[config.mk]
export PLATFORM = sky130hd
export DESIGN_NAME = pipeline_exec_ctrl
export DESIGN_NICKNAME = d
export VERILOG_FILES = /design/src/rtl/pipeline_exec_ctrl.sv
export SDC_FILE = /design/constraint.sdc
export NUM_CORES = 1
export LEC_CHECK = 0
export BUFFER_PORTS_ARGS = -buffer_cell sky130_fd_sc_hd__buf_2
export CAP_MARGIN = 20
export CORE_ASPECT_RATIO = 0.5
export CORE_MARGIN = 2
export CORE_UTILIZATION = 30
export DETAILED_ROUTE_END_ITERATION = 16
export PLACE_DENSITY = 0.59
export SYNTH_ARGS = -nofsm -noshare
export SYNTH_HDL_FRONTEND = slang
export SYNTH_SLANG_ARGS = --single-unit
[constraint.sdc]
create_clock -name clock_i -period 2.7 [get_ports clock_i]
set_input_delay 0.405 -clock clock_i [delete_from_list [all_inputs] [get_ports clock_i]]
set_output_delay 0.405 -clock clock_i [all_outputs]
set_load 0.1 [all_outputs]
[src/rtl/pipeline_exec_ctrl.sv]
// Execution controller for the five-stage pipeline: turns debug-unit run/step/stop
// commands and HALT detection into stage enables, drains on HALT, counts active cycles.
module pipeline_exec_ctrl #(
  parameter int NB_CYCLES = 32,
  parameter int N_DRAIN   = 3,
  parameter int NB_STATE  = 3
) (
  input  logic                 clock_i,
  input  logic                 reset_i,
  input  logic                 run_cmd_i,
  input  logic                 step_cmd_i,
  input  logic                 stop_cmd_i,
  input  logic                 halt_detected_i,
  input  logic                 load_stall_i,
  output logic                 enable_pc_o,
  output logic                 enable_if_id_o,
  output logic                 enable_pipe_o,
  output logic                 busy_o,
  output logic                 program_end_o,
  output logic [NB_CYCLES-1:0] cycle_count_o,
  output logic [NB_STATE-1:0]  state_o
);

  localparam int NB_DRAIN = (N_DRAIN > 1) ? $clog2(N_DRAIN) : 1;

  // Commands are single-cycle pulses with no handshake: a pulse is either
  // accepted by the current state at the rising edge or silently dropped.
  typedef enum logic [2:0] {
    ST_IDLE  = 3'd0,
    ST_RUN   = 3'd1,
    ST_PAUSE = 3'd2,
    ST_STEP  = 3'd3,
    ST_DRAIN = 3'd4,
    ST_DONE  = 3'd5
  } state_t;

  state_t               state_q, state_d;
  logic [NB_DRAIN-1:0]  drain_cnt_q, drain_cnt_d;
  logic [NB_CYCLES-1:0] cycle_cnt_q;
  logic                 front_en;

  always_ff @(posedge clock_i) begin
    if (!reset_i) begin
      state_q     <= ST_IDLE;
      drain_cnt_q <= '0;
      cycle_cnt_q <= '0;
    end else begin
      state_q     <= state_d;
      drain_cnt_q <= drain_cnt_d;
      if (enable_pipe_o && (cycle_cnt_q != {NB_CYCLES{1'b1}}))
        cycle_cnt_q <= cycle_cnt_q + {{(NB_CYCLES-1){1'b0}}, 1'b1};
    end
  end

  always_comb begin
    state_d       = state_q;
    drain_cnt_d   = drain_cnt_q;
    front_en      = 1'b0;
    enable_pipe_o = 1'b0;
    busy_o        = 1'b0;
    program_end_o = 1'b0;
    case (state_q)
      ST_IDLE, ST_PAUSE: begin
        if (run_cmd_i)       state_d = ST_RUN;
        else if (step_cmd_i) state_d = ST_STEP;
      end
      ST_RUN, ST_STEP: begin
        busy_o        = 1'b1;
        enable_pipe_o = 1'b1;
        // HALT in ID freezes fetch in the same cycle it is seen.
        front_en      = !(load_stall_i || halt_detected_i);
        if (halt_detected_i) begin
          state_d     = ST_DRAIN;
          drain_cnt_d = NB_DRAIN'(N_DRAIN - 1);
        end else if (state_q == ST_STEP) begin
          state_d = ST_PAUSE;
        end else if (stop_cmd_i) begin
          state_d = ST_PAUSE;
        end
      end
      ST_DRAIN: begin
        busy_o        = 1'b1;
        enable_pipe_o = 1'b1;
        if (drain_cnt_q == '0) state_d = ST_DONE;
        else                   drain_cnt_d = drain_cnt_q - NB_DRAIN'(1);
      end
      ST_DONE: begin
        program_end_o = 1'b1;
      end
      default: begin
        state_d     = ST_IDLE;
        drain_cnt_d = '0;
      end
    endcase
  end

  assign enable_pc_o    = front_en;
  assign enable_if_id_o = front_en;
  assign cycle_count_o  = cycle_cnt_q;
  assign state_o        = NB_STATE'(state_q);

endmodule

==> results.toml, run 1 <==
[synth]
ys_seq_area_share_pct = 36.9
syn_nets = 250
synth_cells = 241
synth_seq_cells = 37
synth_edf_count = 0
synth_area_um2 = 2010
syn-mean-instance-area_um2 = 8.33
yosys_warnings = 0
yosys_most_used_dff = "dfxtp_1"
ys_types = 40
async_reset_ff_share_pct = 0

[placement]
dp_cells = 361
gp_congestion = 0.757
dpl.hpwl_mm = 3.46
io_buffers = 46
place_ws_ns = 0.431

[finish]
final_common_cell = "buf_2"
stdcell_count = 369
nets = 289
n_antenna_cell = 0
layout-drive-gt1-share_pct = 22.8
layout_common_cells = "buf_2, dfxtp_1, nor2_1"
syn_to_final_growth_pct = 21.6

[die]
start_util_pct = 32.1
die_area_um2 = 7400
die_x_um = 120
ios = 47
core_um2 = 6260
die_h_um = 61.8
rows = 20

[power_and_ir_drop]
worst_ir_drop_vdd_v = 0.000298
leakage_nw = 0.933
power.total_w = 0.00166
powerDensity_nw_per_um2 = 678

[min_path]
hold_class = "input pin to flop"
holdPathStages = 3

[sta]
slew_viol_final = 0
min_period_ns = 2.31
hold_ws_ns = 0.476
max_freq_mhz = 432
grt_setup_unrepaired = "false"
period_share_pct = 85.7
timing.slew.headroom_pct = 56.1
hold_viol_final = 0
skew_ns = 0.00546
worst_slack_ns = 0.386
tightest_slew_ns = 0.658
finalSetupViolations = 0

[routing]
avgRoutedWirePerCell_um = 13.1
drt_iter0_drc = 93
ant_nets = 0
firstDrtPassIters = 4
dr_total_vias = 1883
avgViaCountPerCell = 5.10
routed_wl_mm = 4.85
drc = 0

[setup_path]
worst-path-buf-inv = 0
cp_data_arrival_time_ns = 2.52
worst-r2r-cell-count = 5
crit_path_max_incr_delay_ns = 0.66
critPathSlowestCell = "and4_1"
cp.depth = 5
critPathLaunchType = "flop"
critical_path_class = "flop to flop"
critPathCaptureType = "flop"
cp_max_fo = 18
crit_chain = "and4_1 > and4_1 > nand2_4 > or4_1 > a21oi_1"
path_delay_family = "simple AND/OR/NAND/NOR gates"
cp.required_ns = 2.91
cp_common_cell = "and4_1"

[clocking]
htree_num_levels = 2
cts_sinks = 37
cts-root-buf = "clkbuf_16"
clock_latency_ns = 0.27
cts_made_buffers = 5
cts_buffer_depth = 2
post_cts_resized = 0
clk_pin_slew_ns = 0.06
cts_tree = "yes"
postCtsHoldBufs = 0
post_cts_buffers = 0

[global_routing]
antenna_found_initial = 0
overflow = 0
first_global_vias = 1737
grt_pass1_wl_mm = 8.14
grt_usage_pct = 13.7
grt_max_degree = 33

[outcome]
status = "finished, final reports clean"

[run]
max_cap_violations = 0
[final timing paths]
check	start	to	slack (ns)
setup / recovery	cycle_count_o[8]	cycle_count_o[28]	0.39
hold / removal	reset_i	state_o[2]	0.48
setup reg to reg	cycle_count_o[8]	cycle_count_o[28]	0.39
hold reg to reg	cycle_count_o[23]	cycle_count_o[23]	0.50
[through the flow]
stage / area [um2] / util (%) / TNS, ns
after global placement: 2290 / 36.7 / 0
after global routing: 2440 / 39.0 / 0
final: 2440 / 39.0 / 0
after floorplan: 2030 / - / -0.0457
after CTS: 2440 / 39.0 / 0
after detailed placement: 2290 / 36.7 / 0
[per-layer routing]
metal / wire length (um) / GRT usage (%)
met1: 2310 / 17.1
met2: 2270 / 24.2
met3: 242 / 3.28
met4: 35 / 4.54
met5: 0 / 0
[sequential cells by signal (all words and copies together) (netlist names)]
signal         count
drain_cnt_q        2
state_o            3
cycle_count_o     32
[cell usage after synthesis (all sizes together), types with 3 or more instances]
library cell | count | area, um2
nand2 | 16 | 67.6
clkbuf | 6 | 23.8
mux2i | 8 | 80.1
a21oi | 20 | 100
o21ai | 10 | 50.1
nor2 | 26 | 97.6
or3b | 3 | 26.3
nand4 | 7 | 43.8
nand3 | 10 | 50.1
buf | 9 | 62.6
and4 | 10 | 90.1
nand2b | 7 | 43.8
o31ai | 7 | 52.6
or4 | 7 | 52.6
dfxtp | 37 | 741
or3 | 6 | 37.5
inv | 9 | 33.8
xnor2 | 13 | 114
a211oi | 8 | 60.1
and3 | 3 | 18.8
[logic make-up after synthesis]
family          count (synthesis)  synth area share, %
compound gates                 52                 15.8
flops                          37                 36.9
mux                             8                 3.99
simple gates                  103                 29.5
buf+inv                        24                 5.98
fa+ha+maj                       2                 1.25
xor+xnor                       15                 6.55
[worst min-delay path: stages]
cell	delay (ns)
buf_2	0.18
o31ai_1	0.09
a21oi_1	0.04
[layout make-up]
class | instances | area (um2)
Multi-Input combinational cell | 180 | 1160
Inverter | 9 | 37.5
Fill cell | 646 | 3810
Clock buffer | 8 | 146
Tap cell | 88 | 110
Timing Repair Buffer | 47 | 238
Sequential cell | 37 | 747
[power breakdown]
part | switching, W | total [W] | internal (W)
clock | 0.000207 | 0.000574 | 0.000368
combinational | 0.000369 | 0.000463 | 0.0000944
sequential | 0.0000458 | 0.000618 | 0.000572
(Power assumes the default switching activity.)
==> run 2: changes to the inputs <==
--- a/config.mk
+++ b/config.mk
@@ -7,11 +7,13 @@
 export LEC_CHECK = 0
 export BUFFER_PORTS_ARGS = -buffer_cell sky130_fd_sc_hd__buf_2
 export CAP_MARGIN = 20
+export CELL_PAD_IN_SITES_DETAIL_PLACEMENT = 1
+export CELL_PAD_IN_SITES_GLOBAL_PLACEMENT = 2
 export CORE_ASPECT_RATIO = 0.5
 export CORE_MARGIN = 2
 export CORE_UTILIZATION = 30
 export DETAILED_ROUTE_END_ITERATION = 16
-export PLACE_DENSITY = 0.59
+export PLACE_DENSITY = 0.86
 export SYNTH_ARGS = -nofsm -noshare
 export SYNTH_HDL_FRONTEND = slang
 export SYNTH_SLANG_ARGS = --single-unit
==> run 2 against run 1 <==
Compared with the run above:
- core utilization up 0.12 points
- wire length is 14% higher
- non-clock buffer count rose by 1
- global-route usage grew 2.4 points
- die area unchanged
- first-iteration DRC count up 42%
- sequential share of layout area is 0.094 points lower
- clock power up 2%
- critical path depth shrank 1
- critical path type is now flop to output pin
- largest cell class unchanged
- largest power group unchanged
==> results.toml, run 2 (synthesized netlist as in run 1, its figures left out) <==
[global_routing]
grt_usage_pct = 16.1
busiest_layer = "met2"
antenna_found_initial = 0
grt_max_degree = 33
overflow = 0
grt.met3_usage_pct = 3.10
first_global_vias = 1960
gr-usage-met1_pct = 20.0
grt_pass1_wl_mm = 9.51
met2_usage_pct = 29.1

[sta]
skew_ns = 0.00778
hold_viol_final = 0
timing.slew.headroom_pct = 65.4
tightest_slew_ns = 0.505
hold_ws_ns = 0.464
grt_setup_unrepaired = "false"
max_freq_mhz = 436
slew_viol_final = 0
min_period_ns = 2.29
period_share_pct = 85.0
finalSetupTns_ns = 0
finalSetupViolations = 0

[die]
die_x_um = 120
rows = 20
core_um2 = 6260
start_util_pct = 32.1
die_area_um2 = 7400
die_h_um = 61.8
ios = 47

[routing]
drt_iter0_drc = 132
ant_nets = 0
drc = 0
avgViaCountPerCell = 5.23
dr_total_vias = 1934
routed_wl_mm = 5.55
firstDrtPassIters = 4
avgRoutedWirePerCell_um = 15.0

[placement]
dp_cells = 362
io_buffers = 46
dpl.hpwl_mm = 4.01
gp_congestion = 0.757

[finish]
fillCellCount = 777
syn_to_final_growth_pct = 22.0
final_common_cell = "buf_2"
stdcell_count = 370
layout_common_cells = "buf_2, dfxtp_1, nor2_1"
nets = 290
layout-drive-gt1-share_pct = 23.0
largest_register_ffs = 32
n_antenna_cell = 0

[setup_path]
cp_data_arrival_time_ns = 1.89
cp_max_fo = 12
critPathCaptureType = "output pin"
cp.required_ns = 2.30
critPathLaunchType = "flop"
critPathSlowestCell = "dfxtp_4"
crit_chain = "and2b_1 > nor2_2 > clkinvlp_4 > buf_2"
crit_path_max_incr_delay_ns = 0.40
critical_path_class = "flop to output pin"

[clocking]
cts_made_buffers = 5
post_cts_buffers = 0
cts_tree = "yes"
cts_buffer_depth = 2
clk_pin_slew_ns = 0.06
htree_num_levels = 2
postCtsHoldBufs = 0
cts-root-buf = "clkbuf_16"
post_cts_resized = 0
clock_latency_ns = 0.28
cts_sinks = 37

[min_path]
hold_class = "input pin to flop"

[outcome]
status = "finished, final reports clean"

[power_and_ir_drop]
powerDensity_nw_per_um2 = 680
worst_ir_drop_vdd_v = 0.000287
leakage_nw = 0.938

[run]
max_cap_violations = 0
run 2: worst max-delay path, delay by kind of cell (launching register included):
kind / cells / cell delay (ns)
simple gates: 2 / 0.62
buf+inv: 2 / 0.59
flops: 1 / 0.40
run 2: final timing paths:
path | slack (ns) | endpoint | from | cells after the start
max | 0.41 | enable_pipe_o | state_o[2] | 4
min | 0.46 | state_o[2] | reset_i | 3
max reg2reg | 0.41 | cycle_count_o[30] | cycle_count_o[0] | 6
min reg2reg | 0.50 | cycle_count_o[31] | cycle_count_o[31] | 2
run 2: layer usage:
metal	up-vias	wire (um)
li1	952	-
met1	939	2660
met2	36	2640
met3	7	189
met4	0	68
met5	-	0
run 2: final cells by class:
| type | count | area (um2) | share of cell area (%) |
|---|---|---|---|
| clock buffer | 8 | 146 | 5.98 |
| inverter | 9 | 37.5 | 1.53 |
| multi-input combinational | 180 | 1160 | 47.5 |
| sequential | 37 | 747 | 30.5 |
| tap | 88 | 110 | 4.50 |
| timing repair buffer | 48 | 245 | 10.0 |
run 2: through the flow:
| step | util, % | cell area (um2) | total power (W) | setup WS (ns) |
|---|---|---|---|---|
| 2_1_floorplan | - | 2030 | 0.00103 | -0.0457 |
| 3_3_place_gp | 36.8 | 2300 | 0.00109 | 0.547 |
| 3_5_place_dp | 36.8 | 2300 | 0.00110 | 0.434 |
| 4_1_cts | 39.1 | 2450 | 0.00168 | 0.369 |
| 5_1_grt | 39.1 | 2450 | 0.00174 | 0.243 |
| 6_report | 39.1 | 2450 | 0.00167 | 0.405 |
run 2: where the power goes:
part	internal, W	total, W	switching [W]
Clock	0.000368	0.000584	0.000216
Sequential	0.000572	0.000617	0.0000451
Combinational	0.0000941	0.000464	0.000370
Total	0.00103	0.00167	0.000631
